--- src/rtl/chunked_adder_seq_if.sv ---
// Request/response bundle for chunked_adder_seq.
//   master: drives in_valid, A, B, sub, out_ready; observes the rest.
//   slave : the sequencer side; drives in_ready, out_valid, result, flags, busy.
interface chunked_adder_seq_if #(
  parameter int unsigned WIDTH = 64
);
  logic             in_valid;
  logic             in_ready;
  logic [WIDTH-1:0] A;
  logic [WIDTH-1:0] B;
  logic             sub;
  logic             out_valid;
  logic             out_ready;
  logic [WIDTH-1:0] result;
  logic             negative;
  logic             zero;
  logic             overflow;
  logic             carry;
  logic             busy;

  modport master (
    output in_valid, A, B, sub, out_ready,
    input  in_ready, out_valid, result, negative, zero, overflow, carry, busy
  );

  modport slave (
    input  in_valid, A, B, sub, out_ready,
    output in_ready, out_valid, result, negative, zero, overflow, carry, busy
  );
endinterface

--- src/rtl/chunked_adder_seq.sv ---
// WIDTH-bit add/subtract computed over NCHUNK cycles on one CHUNK-bit ripple adder.
//   clk   : clock, all state on posedge
//   reset : synchronous, active-high
//   bus   : chunked_adder_seq_if.slave (in_valid/in_ready/A/B/sub request,
//           out_valid/out_ready/result/negative/zero/overflow/carry response, busy)

// CHUNK-bit ripple-carry adder used as the shared slice.
module fullAdder_VAR #(
  parameter int unsigned WIDTH = 16
) (
  input  logic [WIDTH-1:0] a,
  input  logic [WIDTH-1:0] b,
  input  logic             cin,
  output logic [WIDTH-1:0] sum,
  output logic             cout
);
  logic [WIDTH:0] c;

  always_comb begin
    c    = '0;
    sum  = '0;
    c[0] = cin;
    for (int i = 0; i < int'(WIDTH); i++) begin
      sum[i]  = a[i] ^ b[i] ^ c[i];
      c[i+1]  = (a[i] & b[i]) | (a[i] & c[i]) | (b[i] & c[i]);
    end
    cout = c[WIDTH];
  end
endmodule

module chunked_adder_seq #(
  parameter int unsigned WIDTH = 64,
  parameter int unsigned CHUNK = 16
) (
  input logic           clk,
  input logic           reset,
  chunked_adder_seq_if.slave bus
);
  localparam int unsigned NCHUNK = WIDTH / CHUNK;
  localparam int unsigned KW     = (NCHUNK > 1) ? $clog2(NCHUNK) : 1;

  generate
    if ((WIDTH % CHUNK) != 0 || CHUNK < 2) begin : g_bad_params
      $error("chunked_adder_seq: WIDTH must be a multiple of CHUNK and CHUNK >= 2");
    end
  endgenerate

  typedef enum logic [1:0] {IDLE, RUN, DONE} state_t;

  state_t           state_q, state_d;
  logic [WIDTH-1:0] a_l, b_l;
  logic [KW-1:0]    k_q;
  logic             carry_r;
  logic [WIDTH-1:0] result_q;
  logic             carry_q, overflow_q;
  logic             out_valid_q, busy_q, in_ready_q;

  logic [31:0]      idx;
  logic [CHUNK-1:0] a_slice, b_slice, sum;
  logic             cout, cin_msb, last_slice;

  // Current slice selection and the shared adder.
  assign idx        = 32'(k_q) * 32'(CHUNK);
  assign a_slice    = a_l[idx +: CHUNK];
  assign b_slice    = b_l[idx +: CHUNK];
  assign last_slice = (k_q == KW'(NCHUNK - 1));

  fullAdder_VAR #(.WIDTH(CHUNK)) u_adder (
    .a    (a_slice),
    .b    (b_slice),
    .cin  (carry_r),
    .sum  (sum),
    .cout (cout)
  );

  // Carry into the slice MSB, recovered from the sum bit, for signed overflow.
  assign cin_msb = sum[CHUNK-1] ^ a_slice[CHUNK-1] ^ b_slice[CHUNK-1];

  // State register.
  always_ff @(posedge clk) begin
    if (reset) state_q <= IDLE;
    else       state_q <= state_d;
  end

  // Next-state logic.
  always_comb begin
    state_d = state_q;
    case (state_q)
      IDLE:    if (bus.in_valid)  state_d = RUN;
      RUN:     if (last_slice)    state_d = DONE;
      DONE:    if (bus.out_ready) state_d = IDLE;
      default: state_d = IDLE;
    endcase
  end

  // Handshake/status outputs registered from the next state.
  always_ff @(posedge clk) begin
    if (reset) begin
      in_ready_q  <= 1'b1;
      out_valid_q <= 1'b0;
      busy_q      <= 1'b0;
    end else begin
      in_ready_q  <= (state_d == IDLE);
      out_valid_q <= (state_d == DONE);
      busy_q      <= (state_d != IDLE);
    end
  end

  // Operand latch and slice-by-slice datapath.
  always_ff @(posedge clk) begin
    if (reset) begin
      a_l        <= '0;
      b_l        <= '0;
      k_q        <= '0;
      carry_r    <= 1'b0;
      result_q   <= '0;
      carry_q    <= 1'b0;
      overflow_q <= 1'b0;
    end else begin
      case (state_q)
        IDLE: begin
          if (bus.in_valid) begin
            a_l     <= bus.A;
            b_l     <= bus.sub ? ~bus.B : bus.B;
            carry_r <= bus.sub;
            k_q     <= '0;
          end
        end
        RUN: begin
          result_q[idx +: CHUNK] <= sum;
          carry_r                <= cout;
          k_q                    <= last_slice ? '0 : k_q + KW'(1);
          if (last_slice) begin
            carry_q    <= cout;
            overflow_q <= cout ^ cin_msb;
          end
        end
        default: ;
      endcase
    end
  end

  assign bus.in_ready  = in_ready_q;
  assign bus.out_valid = out_valid_q;
  assign bus.busy      = busy_q;
  assign bus.result    = result_q;
  assign bus.carry     = carry_q;
  assign bus.overflow  = overflow_q;
  assign bus.negative  = result_q[WIDTH-1];
  assign bus.zero      = (result_q == '0);
endmodule

--- src/flat_wrapper.sv ---
// flat-port wrapper written by rule: the top's interface ports become plain ports
module chunked_adder_seq_flat 
#(
  parameter int unsigned WIDTH = 64,
  parameter int unsigned CHUNK = 16
)
  (clk, reset, bus_in_valid, bus_A, bus_B, bus_sub, bus_out_ready, bus_in_ready, bus_out_valid, bus_result, bus_negative, bus_zero, bus_overflow, bus_carry, bus_busy);
  chunked_adder_seq_if #(.WIDTH(WIDTH)) bus_i ();
  input logic clk;
  input logic reset;
  input wire logic [$bits(bus_i.in_valid)-1:0] bus_in_valid;
  input wire logic [$bits(bus_i.A)-1:0] bus_A;
  input wire logic [$bits(bus_i.B)-1:0] bus_B;
  input wire logic [$bits(bus_i.sub)-1:0] bus_sub;
  input wire logic [$bits(bus_i.out_ready)-1:0] bus_out_ready;
  output wire logic [$bits(bus_i.in_ready)-1:0] bus_in_ready;
  output wire logic [$bits(bus_i.out_valid)-1:0] bus_out_valid;
  output wire logic [$bits(bus_i.result)-1:0] bus_result;
  output wire logic [$bits(bus_i.negative)-1:0] bus_negative;
  output wire logic [$bits(bus_i.zero)-1:0] bus_zero;
  output wire logic [$bits(bus_i.overflow)-1:0] bus_overflow;
  output wire logic [$bits(bus_i.carry)-1:0] bus_carry;
  output wire logic [$bits(bus_i.busy)-1:0] bus_busy;
  assign bus_i.in_valid = bus_in_valid;
  assign bus_i.A = bus_A;
  assign bus_i.B = bus_B;
  assign bus_i.sub = bus_sub;
  assign bus_i.out_ready = bus_out_ready;
  assign bus_in_ready = bus_i.in_ready;
  assign bus_out_valid = bus_i.out_valid;
  assign bus_result = bus_i.result;
  assign bus_negative = bus_i.negative;
  assign bus_zero = bus_i.zero;
  assign bus_overflow = bus_i.overflow;
  assign bus_carry = bus_i.carry;
  assign bus_busy = bus_i.busy;
  chunked_adder_seq #(.WIDTH(WIDTH), .CHUNK(CHUNK)) u_core (.clk(clk), .reset(reset), .bus(bus_i));
endmodule
--- config.mk ---
export PLATFORM = sky130hd
export DESIGN_NAME = chunked_adder_seq_flat
export DESIGN_NICKNAME = d
export VERILOG_FILES = /design/src/rtl/chunked_adder_seq_if.sv /design/src/rtl/chunked_adder_seq.sv /design/src/flat_wrapper.sv
export SDC_FILE = /design/constraint.sdc
export NUM_CORES = 1
export LEC_CHECK = 0
export CAP_MARGIN = 20
export CORE_MARGIN = 2
export CORE_UTILIZATION = 30
export DETAILED_ROUTE_END_ITERATION = 8
export SYNTH_ARGS = -nofsm -noshare
export SYNTH_HDL_FRONTEND = slang
export SYNTH_SLANG_ARGS = --single-unit
--- constraint.sdc ---
create_clock -name clk -period 10.05 [get_ports clk]
set_clock_uncertainty 0.1 [all_clocks]
set_input_delay 1.005 -clock clk [delete_from_list [all_inputs] [get_ports clk]]
set_output_delay 1.005 -clock clk [all_outputs]
set_load 0.005 [all_outputs]
==> impl_results.md, run 1 <==
- Max-cap violation count: 0
- Core area: just over 30000 um^2
- Placed cells: about 1500
- Main combinational cell family by area after synthesis: simple AND/OR/NAND/NOR gates
- Fill cell count: between 3000 and 4000
- Sequence of cells on the critical path: buf_4, mux4_2, fa_1, inv_1, fa_1, fa_1, fa_1, fa_1, fa_1, fa_1, fa_1, fa_1, fa_1, fa_1, fa_1, fa_1, fa_1, fa_1, inv_1, fa_1, xor2_1, xnor3_1, a211oi_2
- ANT nets after route: 0
- Post-synth EDFFs: 0
- CP Capture Type: flip-flop
- Final setup fails: 0
- # port buffers: 203
- PnR Total Power: between 0.0015 and 0.002 W
- Synth Register Bits: about 200
- Syn. warnings: 0
- Worst EP arrival: 8.66 ns
- Post-synthesis simple-gate area fraction: 18.9%
- Worst setup SP type: flip-flop
- Vias in the first global route: 7401
- Maximum VDD drop: 0.0920 mV
- Power per cell area: 162 nW/um^2
- Worst hold start: u_core.a_l[8]$_SDFFE_PP0P_
- Avg WL per Cell: approximately 17 um
- # IOs: about 200
- Final estimated routing congestion in global placement: approximately 0.77
- Asr flop ratio synth: 0%
- Starting DRT DRC Count: ~460
- Starting Density: 30.3%
- Initial antenna violation count: 0
- Hold Path Depth: 2
- Final wirelength: 27.1 mm
- Post-Synth Adder-Cell Area: between 4 and 5%
- Main area contributors after synthesis: dfxtp_1 44%, nand2_1 7.8%, mux4_2 7.6%, a21oi_1 6.9%, xnor2_1 6.1%
- Ant diodes: 0
- PostCTS Resize Cnt: 0
- Critical R2R Capture: u_core.bus.overflow$_SDFFE_PP0P_
- Synth Area in Compound Gates: 13.0%
- Synth-to-layout area growth: 31.4%
- Worst-margin pin slew: 1.14 ns
- Most frequent cells in the layout: 201 x clkdlybuf4s50_1, 200 x dfxtp_1, 192 x nand2_1
- Synth top area share: 43.9%
- DP Worst Slack: roughly 1.8 ns
- RSZ-0062 raised after global routing: no
- Final nets: between 1000 and 1500
- Largest net degree at the start of global routing: about 120
- Vert. Die Dim: 179 um
- Clock tree buffer depth: 3
- Register area: slightly above 4000 um^2
- Final Hold Viols: 0
- Synth area leader: dfxtp_1
- Slew HR: between 20% and 30%
- Worst setup margin: 1.72 ns
- Multi-input gate area: about 4700 um^2
- XOR/XNOR share of the synthesized area: under 10%
- Reg2Reg Depth: 23
- Final min period: approximately 8.3 ns
- Syn Area/Cell: ~9.1 um^2
- Final count of pins violating max slew: 0
- HP Class: flip-flop to flip-flop
- Fin crit share: 82.9%
- Reg2Reg Setup Slack: between 1.5 and 2 ns
- Required @ worst endpoint: slightly above 10 ns
- Mux share of post-synthesis cell area: 7.96%
- # rows: 64
- Most used cell, CP: fa_1
- Critical path fanouts, max: 16
- Slowest CP cell: dfxtp_2
- Non-filler cells, final: 1569
- Via density per instance: 4.87
- TNS Setup: 0 ns
- TritonCTS clock tree: built
- Most common flop cell mapped by yosys: dfxtp_1
- DRC errors left: 0
- Syn_nets: between 1000 and 1500
- Gate Count Post-Synth: 1011
- CTS Root Cell: clkbuf_16
- Ratio of cells with drive above 1 in the final layout: 6.82%
- Clock Sinks: 202
- Status: finished, final reports clean
- Most common cell after layout, fill and taps aside: clkdlybuf4s50_1
- Full die area: about 32000 um^2
- LEAKAGE: approximately 4 nW
- Vias: ~7600
- Post-DP HPWL: approximately 20 mm
- Hold Path Sink: u_core.a_l[8]$_SDFFE_PP0P_
- CP peak stage delay: 0.55 ns
- Clock latency on the worst-skew pair: around 0.51 ns
- Seq/Total Area, Yosys: 43.9%
- CTS Hold Bufs: 0
- Yosys cell types: 36
- Fmax: 120 MHz
- First-pass GRT wire length: slightly above 40 mm
- Clock buffer count from CTS: 22
- Setup repair bufs after CTS: 0
- Clock H-tree levels: 1
- Reg clk slew, reported paths: roughly 0.060 ns
- Type of the worst setup path: flip-flop to flip-flop
- R2R Path Start: u_core.k_q[0]$_SDFFE_PP0P_
- GRT Total Usage: between 10% and 20%
- Cell Area, Synth: a little over 9000 um^2
- GRT Residual Overflow: 0
- DR pass1 iterations: 5
- Die W: roughly 180 um
==> worst max-delay path: cells and delay by family, from the launching register on <==
family / cells / cell delay, ns
adders and majority gates: 16 / 6.15
buffers and inverters: 3 / 0.50
AOI/OAI and AO/OA: 1 / 0.21
muxes: 1 / 0.29
xor gates and xnor gates: 2 / 0.43
DFF: 1 / 0.55
==> per-layer routing <==
metal	vias to the layer above	wire, um	GRT usage, %	part of all wire, %
li1	3755	-	-	-
met1	3597	11800	21.8	44
met2	252	13000	27.9	48
met3	42	1620	2.63	6.0
met4	0	635	4.30	2.3
met5	-	0	0	0
==> cells in the mapped netlist (16+ instances only) <==
cell and n:
dfxtp_1 202, nand2_1 192, a21oi_1 128, nor2_1 70
a211oi_1 65, xnor2_1 64, nand3b_1 60, clkbuf_1 44
buf_2 36, inv_1 35, mux4_2 31, nor4_1 17
fa_1 16
==> cell families after synthesis <==
| family | after synthesis |
|---|---|
| fa+ha+maj | 22 |
| compound gates | 201 |
| buf+inv | 121 |
| flops | 202 |
| mux | 33 |
| xor+xnor | 66 |
| simple gates | 366 |
==> sequential cells by signal (all words and copies together), names as in the netlist <==
name                  cells
u_core.bus.carry          1
u_core.carry_r            1
u_core.k_q                2
u_core.b_l               64
u_core.bus.overflow       1
u_core.bus.in_ready       1
u_core.bus.out_valid      1
u_core.state_q            2
u_core.bus.result        64
u_core.a_l               64
u_core.bus.busy           1
==> how the worst max path moves through the flow <==
stage	start	endpoint	slack (ns)
after detailed placement	u_core.k_q[0]$_SDFFE_PP0P_	u_core.bus.overflow$_SDFFE_PP0P_	1.78
after global routing	u_core.k_q[0]$_SDFFE_PP0P_	u_core.bus.overflow$_SDFFE_PP0P_	1.34
after CTS	u_core.k_q[0]$_SDFFE_PP0P_	u_core.bus.overflow$_SDFFE_PP0P_	1.75
final	u_core.k_q[0]$_SDFFE_PP0P_	u_core.bus.overflow$_SDFFE_PP0P_	1.72
after global placement	u_core.k_q[0]$_SDFFE_PP0P_	u_core.bus.overflow$_SDFFE_PP0P_	1.84
after floorplan	u_core.k_q[1]$_SDFFE_PP0P_	u_core.bus.overflow$_SDFFE_PP0P_	2.16
==> report_power, final <==
part,switching (W),internal (W),leakage (nW),total (W)
Sequential,0.0000304,0.000847,1.66,0.000877
Combinational,0.000170,0.000170,2.09,0.000340
Clock,0.000314,0.000436,0.314,0.000750
Total,0.000514,0.00145,4.06,0.00197
==> final cells by class <==
class / count / area share (%)
clock buffers: 32 / 4.94
clock inverters: 3 / 0.423
inverters: 35 / 1.08
multi-input cells: 688 / 38.6
flip-flops and latches: 202 / 33.4
well taps: 396 / 4.09
repair buffers: 213 / 17.5
==> per-stage QoR <==
step                      util (%)  instance area, um^2  hold slack [ns]
after global placement        37.6                11400            0.340
after CTS                     39.7                12100            0.353
final                         39.8                12100            0.351
after global routing          39.8                12100            0.364
after floorplan                  -                 9220            0.332
after detailed placement      37.6                11400            0.345
Note: power is estimated with default switching activity, not from simulation.
==> run 2: changes to the inputs <==
- clock period: 10.05 -> 8.2 ns (I/O delays scaled with it)
==> impl_results.md, run 2 (synthesized netlist as in run 1, its figures left out) <==
- LEAKAGE: 4.15 nW
- Status: finished, final reports clean
- # rows: 64
- Synth-to-layout area growth: 33.1%
- CTS Root Cell: clkbuf_16
- First-pass GRT wire length: 41.7 mm
- Full die area: about 32000 um^2
- Clock latency on the worst-skew pair: 0.51 ns
- Design area: around 12000 um^2
- Final estimated routing congestion in global placement: approximately 0.78
- Non-filler cells, final: 1577
- Ant diodes: 0
- Final count of pins violating max slew: 0
- HP Class: flip-flop to flip-flop
- TNS Setup: 0 ns
- Slew HR: between 20% and 30%
- Placed cell area: between 10000 and 15000 um^2
- Ratio of cells with drive above 1 in the final layout: around 8%
- Final nets: between 1000 and 1500
- TritonCTS clock tree: built
- Clock tree buffer depth: 3
- DRC errors left: 0
- Register area: ~4000 um^2
- Power per cell area: between 200 and 250 nW/um^2
- Worst EP arrival: around 8 ns
- Via density per instance: 4.80
- ANT nets after route: 0
- Sw Share: about a quarter
- GRT Residual Overflow: 0
- Maximum VDD drop: 0.169 mV
- Avg WL per Cell: between 15 and 20 um
- CP Capture Type: flip-flop
- DR pass1 iterations: 7
- Final Hold Viols: 0
- P_int: between 0.0015 and 0.002 W
- Largest net degree at the start of global routing: between 100 and 150
- Vias: 7577
- Worst-margin pin slew: about 1.1 ns
- Core area: 30400 um^2
- Worst setup margin: ~0.34 ns
- NetSw: between 0.0006 and 0.0007 W
- Type of the worst setup path: flip-flop to flip-flop
- Max-cap violation count: 0
- Final min period: approximately 7.9 ns
- # IOs: between 200 and 250
- Multi-input gate area: 4670 um^2
- Post-DP HPWL: between 15 and 20 mm
- GRT Total Usage: between 15 and 20%
- Final setup fails: 0
- Fmax: 127 MHz
- Most frequent cells in the layout: 201 x clkdlybuf4s50_1, 200 x dfxtp_1, 192 x nand2_1
- Gate power share: between 10% and 20%
- Worst setup SP type: flip-flop
- Final wirelength: roughly 27 mm
- Clk network pwr share: between 40% and 50%
- Clock H-tree levels: 1
- Placed cells: 1534
- Starting Density: between 30% and 40%
- Required @ worst endpoint: around 8.5 ns
- DP Worst Slack: approximately 0.27 ns
- Clock buffer count from CTS: 23
- Flop pwr share: a little over two fifths
- # port buffers: between 200 and 250
- Clock Sinks: 202
- RSZ-0062 raised after global routing: no
- Initial antenna violation count: 1
- Vert. Die Dim: between 150 and 200 um
- CTS Hold Bufs: 0
- Critical path fanouts, max: 10
- PnR Total Power: 0.00252 W
- Most common cell after layout, fill and taps aside: clkdlybuf4s50_1
- Vias in the first global route: around 7300
- Reg clk slew, reported paths: about 0.060 ns
- Fin crit share: between 90% and 100%
- Starting DRT DRC Count: 510
- Fill cell count: approximately 3100
- Die W: between 150 and 200 um
run 2: worst max-delay path, cell delays in order (launching register included):
cell and delay (ns):
dfxtp_4 0.39, buf_6 0.17, mux4_2 0.33, inv_1 0.05, fa_1 0.40, fa_1 0.39
fa_1 0.39, fa_1 0.39, fa_1 0.39, fa_1 0.39, fa_1 0.39, fa_1 0.39
fa_1 0.39, fa_1 0.41, fa_1 0.39, fa_1 0.42, fa_1 0.40, fa_1 0.36
inv_1 0.07, fa_1 0.49, xor2_1 0.19, xnor3_1 0.24, a211oi_2 0.21
run 2: final timing paths:
check	startpoint	end	slack, ns	cells after the start
max	u_core.k_q[0]$_SDFFE_PP0P_	u_core.bus.overflow$_SDFFE_PP0P_	0.34	22
min reg2reg	u_core.a_l[41]$_SDFFE_PP0P_	u_core.a_l[41]$_SDFFE_PP0P_	0.35	2
min	u_core.a_l[41]$_SDFFE_PP0P_	u_core.a_l[41]$_SDFFE_PP0P_	0.35	2
max reg2reg	u_core.k_q[0]$_SDFFE_PP0P_	u_core.bus.overflow$_SDFFE_PP0P_	0.34	22
run 2: repair_timing:
item,4_1_cts,5_1_grt
resized for setup,0,2
setup buffers,0,0
endpoints found under the setup margin,0,1
run 2: power groups by stage:
stage	sequential (W)	combinational (W)	clock, W
CTS	0.00107	0.000421	0.00105
finish	0.00107	0.000422	0.00103
global placement	0.00109	0.000417	0
floorplan	0.00108	0.000250	0
global route	0.00108	0.000458	0.00109
detailed placement	0.00109	0.000420	0
run 2: per-layer routing:
layer / part of all wire [%] / up-vias / global-route usage [%]
met4: 1.4 / 0 / 3.26
met5: 0 / - / 0
met1: 44 / 3541 / 22.9
met2: 48 / 239 / 28.2
li1: - / 3771 / -
met3: 6.2 / 26 / 2.29
run 2: cell type report:
class / count / area share [%]
Clock buffer: 32 / 5.46
Clock inverter: 8 / 0.765
Inverter: 35 / 1.07
Multi-Input combinational cell: 688 / 38.1
Sequential cell: 202 / 33.0
Tap cell: 396 / 4.04
Timing Repair Buffer: 216 / 17.6
run 2: through the flow:
stage,utilization [%],hold slack [ns]
floorplan,-,0.332
global placement,37.6,0.340
detailed placement,37.6,0.344
CTS,40.1,0.353
global route,40.3,0.372
finish,40.3,0.352
==> run 3: changes to the inputs <==
- CORE_MARGIN: 2 -> default
- CORE_UTILIZATION: 30 -> 51
- PLACE_DENSITY: default -> 0.81
==> impl_results.md, run 3 (synthesized netlist as in run 1, its figures left out) <==
- Status: finished, final reports clean
- DR pass1 iterations: 5
- GRT Residual Overflow: 0
- GR Util met3: under 10%
- RSZ-0062 raised after global routing: no
- Worst EP arrival: ~8.3 ns
- Full die area: around 19000 um^2
- GRT Total Usage: between 20% and 30%
- Final nets: ~1300
- Via density per instance: 5.63
- Reg2Reg Setup Slack: approximately 0.21 ns
- Die W: 136 um
- Final setup fails: 0
- Placed cells: ~1400
- Final min period: approximately 8 ns
- # rows: between 40 and 50
- CP Capture Type: flip-flop
- R2R Path Start: u_core.k_q[0]$_SDFFE_PP0P_
- Worst hold start: u_core.a_l[15]$_SDFFE_PP0P_
- PostCTS Resize Cnt: 0
- Critical path fanouts, max: 11
- HP Class: flip-flop to flip-flop
- Synth-to-layout area growth: 29.1%
- Most common cell after layout, fill and taps aside: clkdlybuf4s50_1
- TritonCTS clock tree: built
- Initial antenna violation count: 0
- Fill cell count: 1358
- Core area: about 17000 um^2
- Setup repair bufs after CTS: 0
- ANT nets after route: 0
- Clock latency on the worst-skew pair: between 0.4 and 0.5 ns
- Largest net degree at the start of global routing: 136
- Avg WL per Cell: about 18 um
- Vias: ~8000
- Vias in the first global route: 7260
- Power per cell area: between 200 and 250 nW/um^2
- Clock Sinks: a little over 200
- First-pass GRT wire length: 38.8 mm
- Post-DP HPWL: approximately 18 mm
- Vert. Die Dim: roughly 140 um
- Met2 usage: ~43%
- Final count of pins violating max slew: 0
- Reg clk slew, reported paths: 0.06 ns
- Ratio of cells with drive above 1 in the final layout: under 10%
- CTS Root Cell: clkbuf_16
- Global routing's busiest layer: met2
- DRC errors left: 0
- Starting DRT DRC Count: 694
- Ant diodes: 0
- Max-cap violation count: 0
- Clock H-tree levels: 1
- Worst setup SP type: flip-flop
- TNS Setup: 0 ns
- # IOs: slightly above 200
- CTS Hold Bufs: 0
- Worst setup startpoint: u_core.k_q[0]$_SDFFE_PP0P_
- Final Hold Viols: 0
- Fmax: around 130 MHz
- Most frequent cells in the layout: 201 x clkdlybuf4s50_1, 200 x dfxtp_1, 192 x nand2_1
- Slew HR: about 28%
- Starting Density: 52.8%
- Maximum VDD drop: between 0.09 and 0.1 mV
- Required @ worst endpoint: ~8.5 ns
- # port buffers: between 200 and 250
- Type of the worst setup path: flip-flop to flip-flop
- Non-filler cells, final: between 1000 and 1500
- Clock buffer count from CTS: 21
- LEAKAGE: between 4 and 5 nW
- Final wirelength: between 20 and 30 mm
- Final estimated routing congestion in global placement: between 0.8 and 0.9
- Worst-margin pin slew: 1.07 ns
- Fin crit share: between 90% and 100%
- M1 GR Usage: between 30% and 40%
- Clock tree buffer depth: 3
-- run 3: where the power goes --
group	switching (W)	internal, W	leakage (nW)	total, W
clock network	0.000376	0.000544	0.332	0.000920
registers	0.0000386	0.00104	1.66	0.00108
logic	0.000209	0.000208	2.08	0.000416
total	0.000623	0.00179	4.07	0.00241
-- run 3: layout make-up --
cell class | instances | area, um^2 | share of cell area, %
Inverter | 35 | 131 | 1.10
Multi-Input combinational cell | 688 | 4670 | 39.3
Timing Repair Buffer | 213 | 2110 | 17.7
Clock inverter | 6 | 55.1 | 0.463
Clock buffer | 29 | 606 | 5.09
Sequential cell | 202 | 4050 | 34.0
Tap cell | 225 | 282 | 2.37
-- run 3: per-stage QoR --
step | power [W] | utilization, % | setup slack (ns) | area [um^2] | hold slack [ns]
detailed placement | 0.00150 | 64.3 | 0.267 | 11200 | 0.344
CTS | 0.00241 | 68.1 | 0.134 | 11900 | 0.352
global route | 0.00249 | 68.1 | 0.00282 | 11900 | 0.369
global placement | 0.00150 | 64.3 | 0.427 | 11200 | 0.339
finish | 0.00241 | 68.1 | 0.206 | 11900 | 0.354
floorplan | 0.00133 | - | 0.307 | 9220 | 0.332
-- run 3: final timing paths --
kind | endpoint | cells after the start
max | u_core.bus.overflow$_SDFFE_PP0P_ | 22
max reg2reg | u_core.bus.overflow$_SDFFE_PP0P_ | 22
min reg2reg | u_core.a_l[15]$_SDFFE_PP0P_ | 2
min | u_core.a_l[15]$_SDFFE_PP0P_ | 2
-- run 3: critical path: stages (launching register included) --
cell and delay [ns]:
dfxtp_4 0.41, mux4_2 0.37, fa_1 0.17, inv_1 0.05, fa_1 0.37, fa_1 0.39, fa_1 0.39, fa_1 0.39
fa_1 0.39, fa_1 0.39, fa_1 0.39, fa_1 0.39, fa_1 0.39, fa_1 0.39, fa_1 0.42, fa_1 0.43
fa_1 0.40, fa_1 0.38, inv_1 0.08, fa_2 0.48, xor2_1 0.17, xnor3_1 0.29, a211oi_2 0.27
-- run 3: layer usage --
| metal | part of all wire [%] | vias up |
|---|---|---|
| met2 | 46 | 376 |
| li1 | - | 3758 |
| met3 | 8.1 | 63 |
| met1 | 42 | 3667 |
| met4 | 3.8 | 0 |
| met5 | 0 | - |
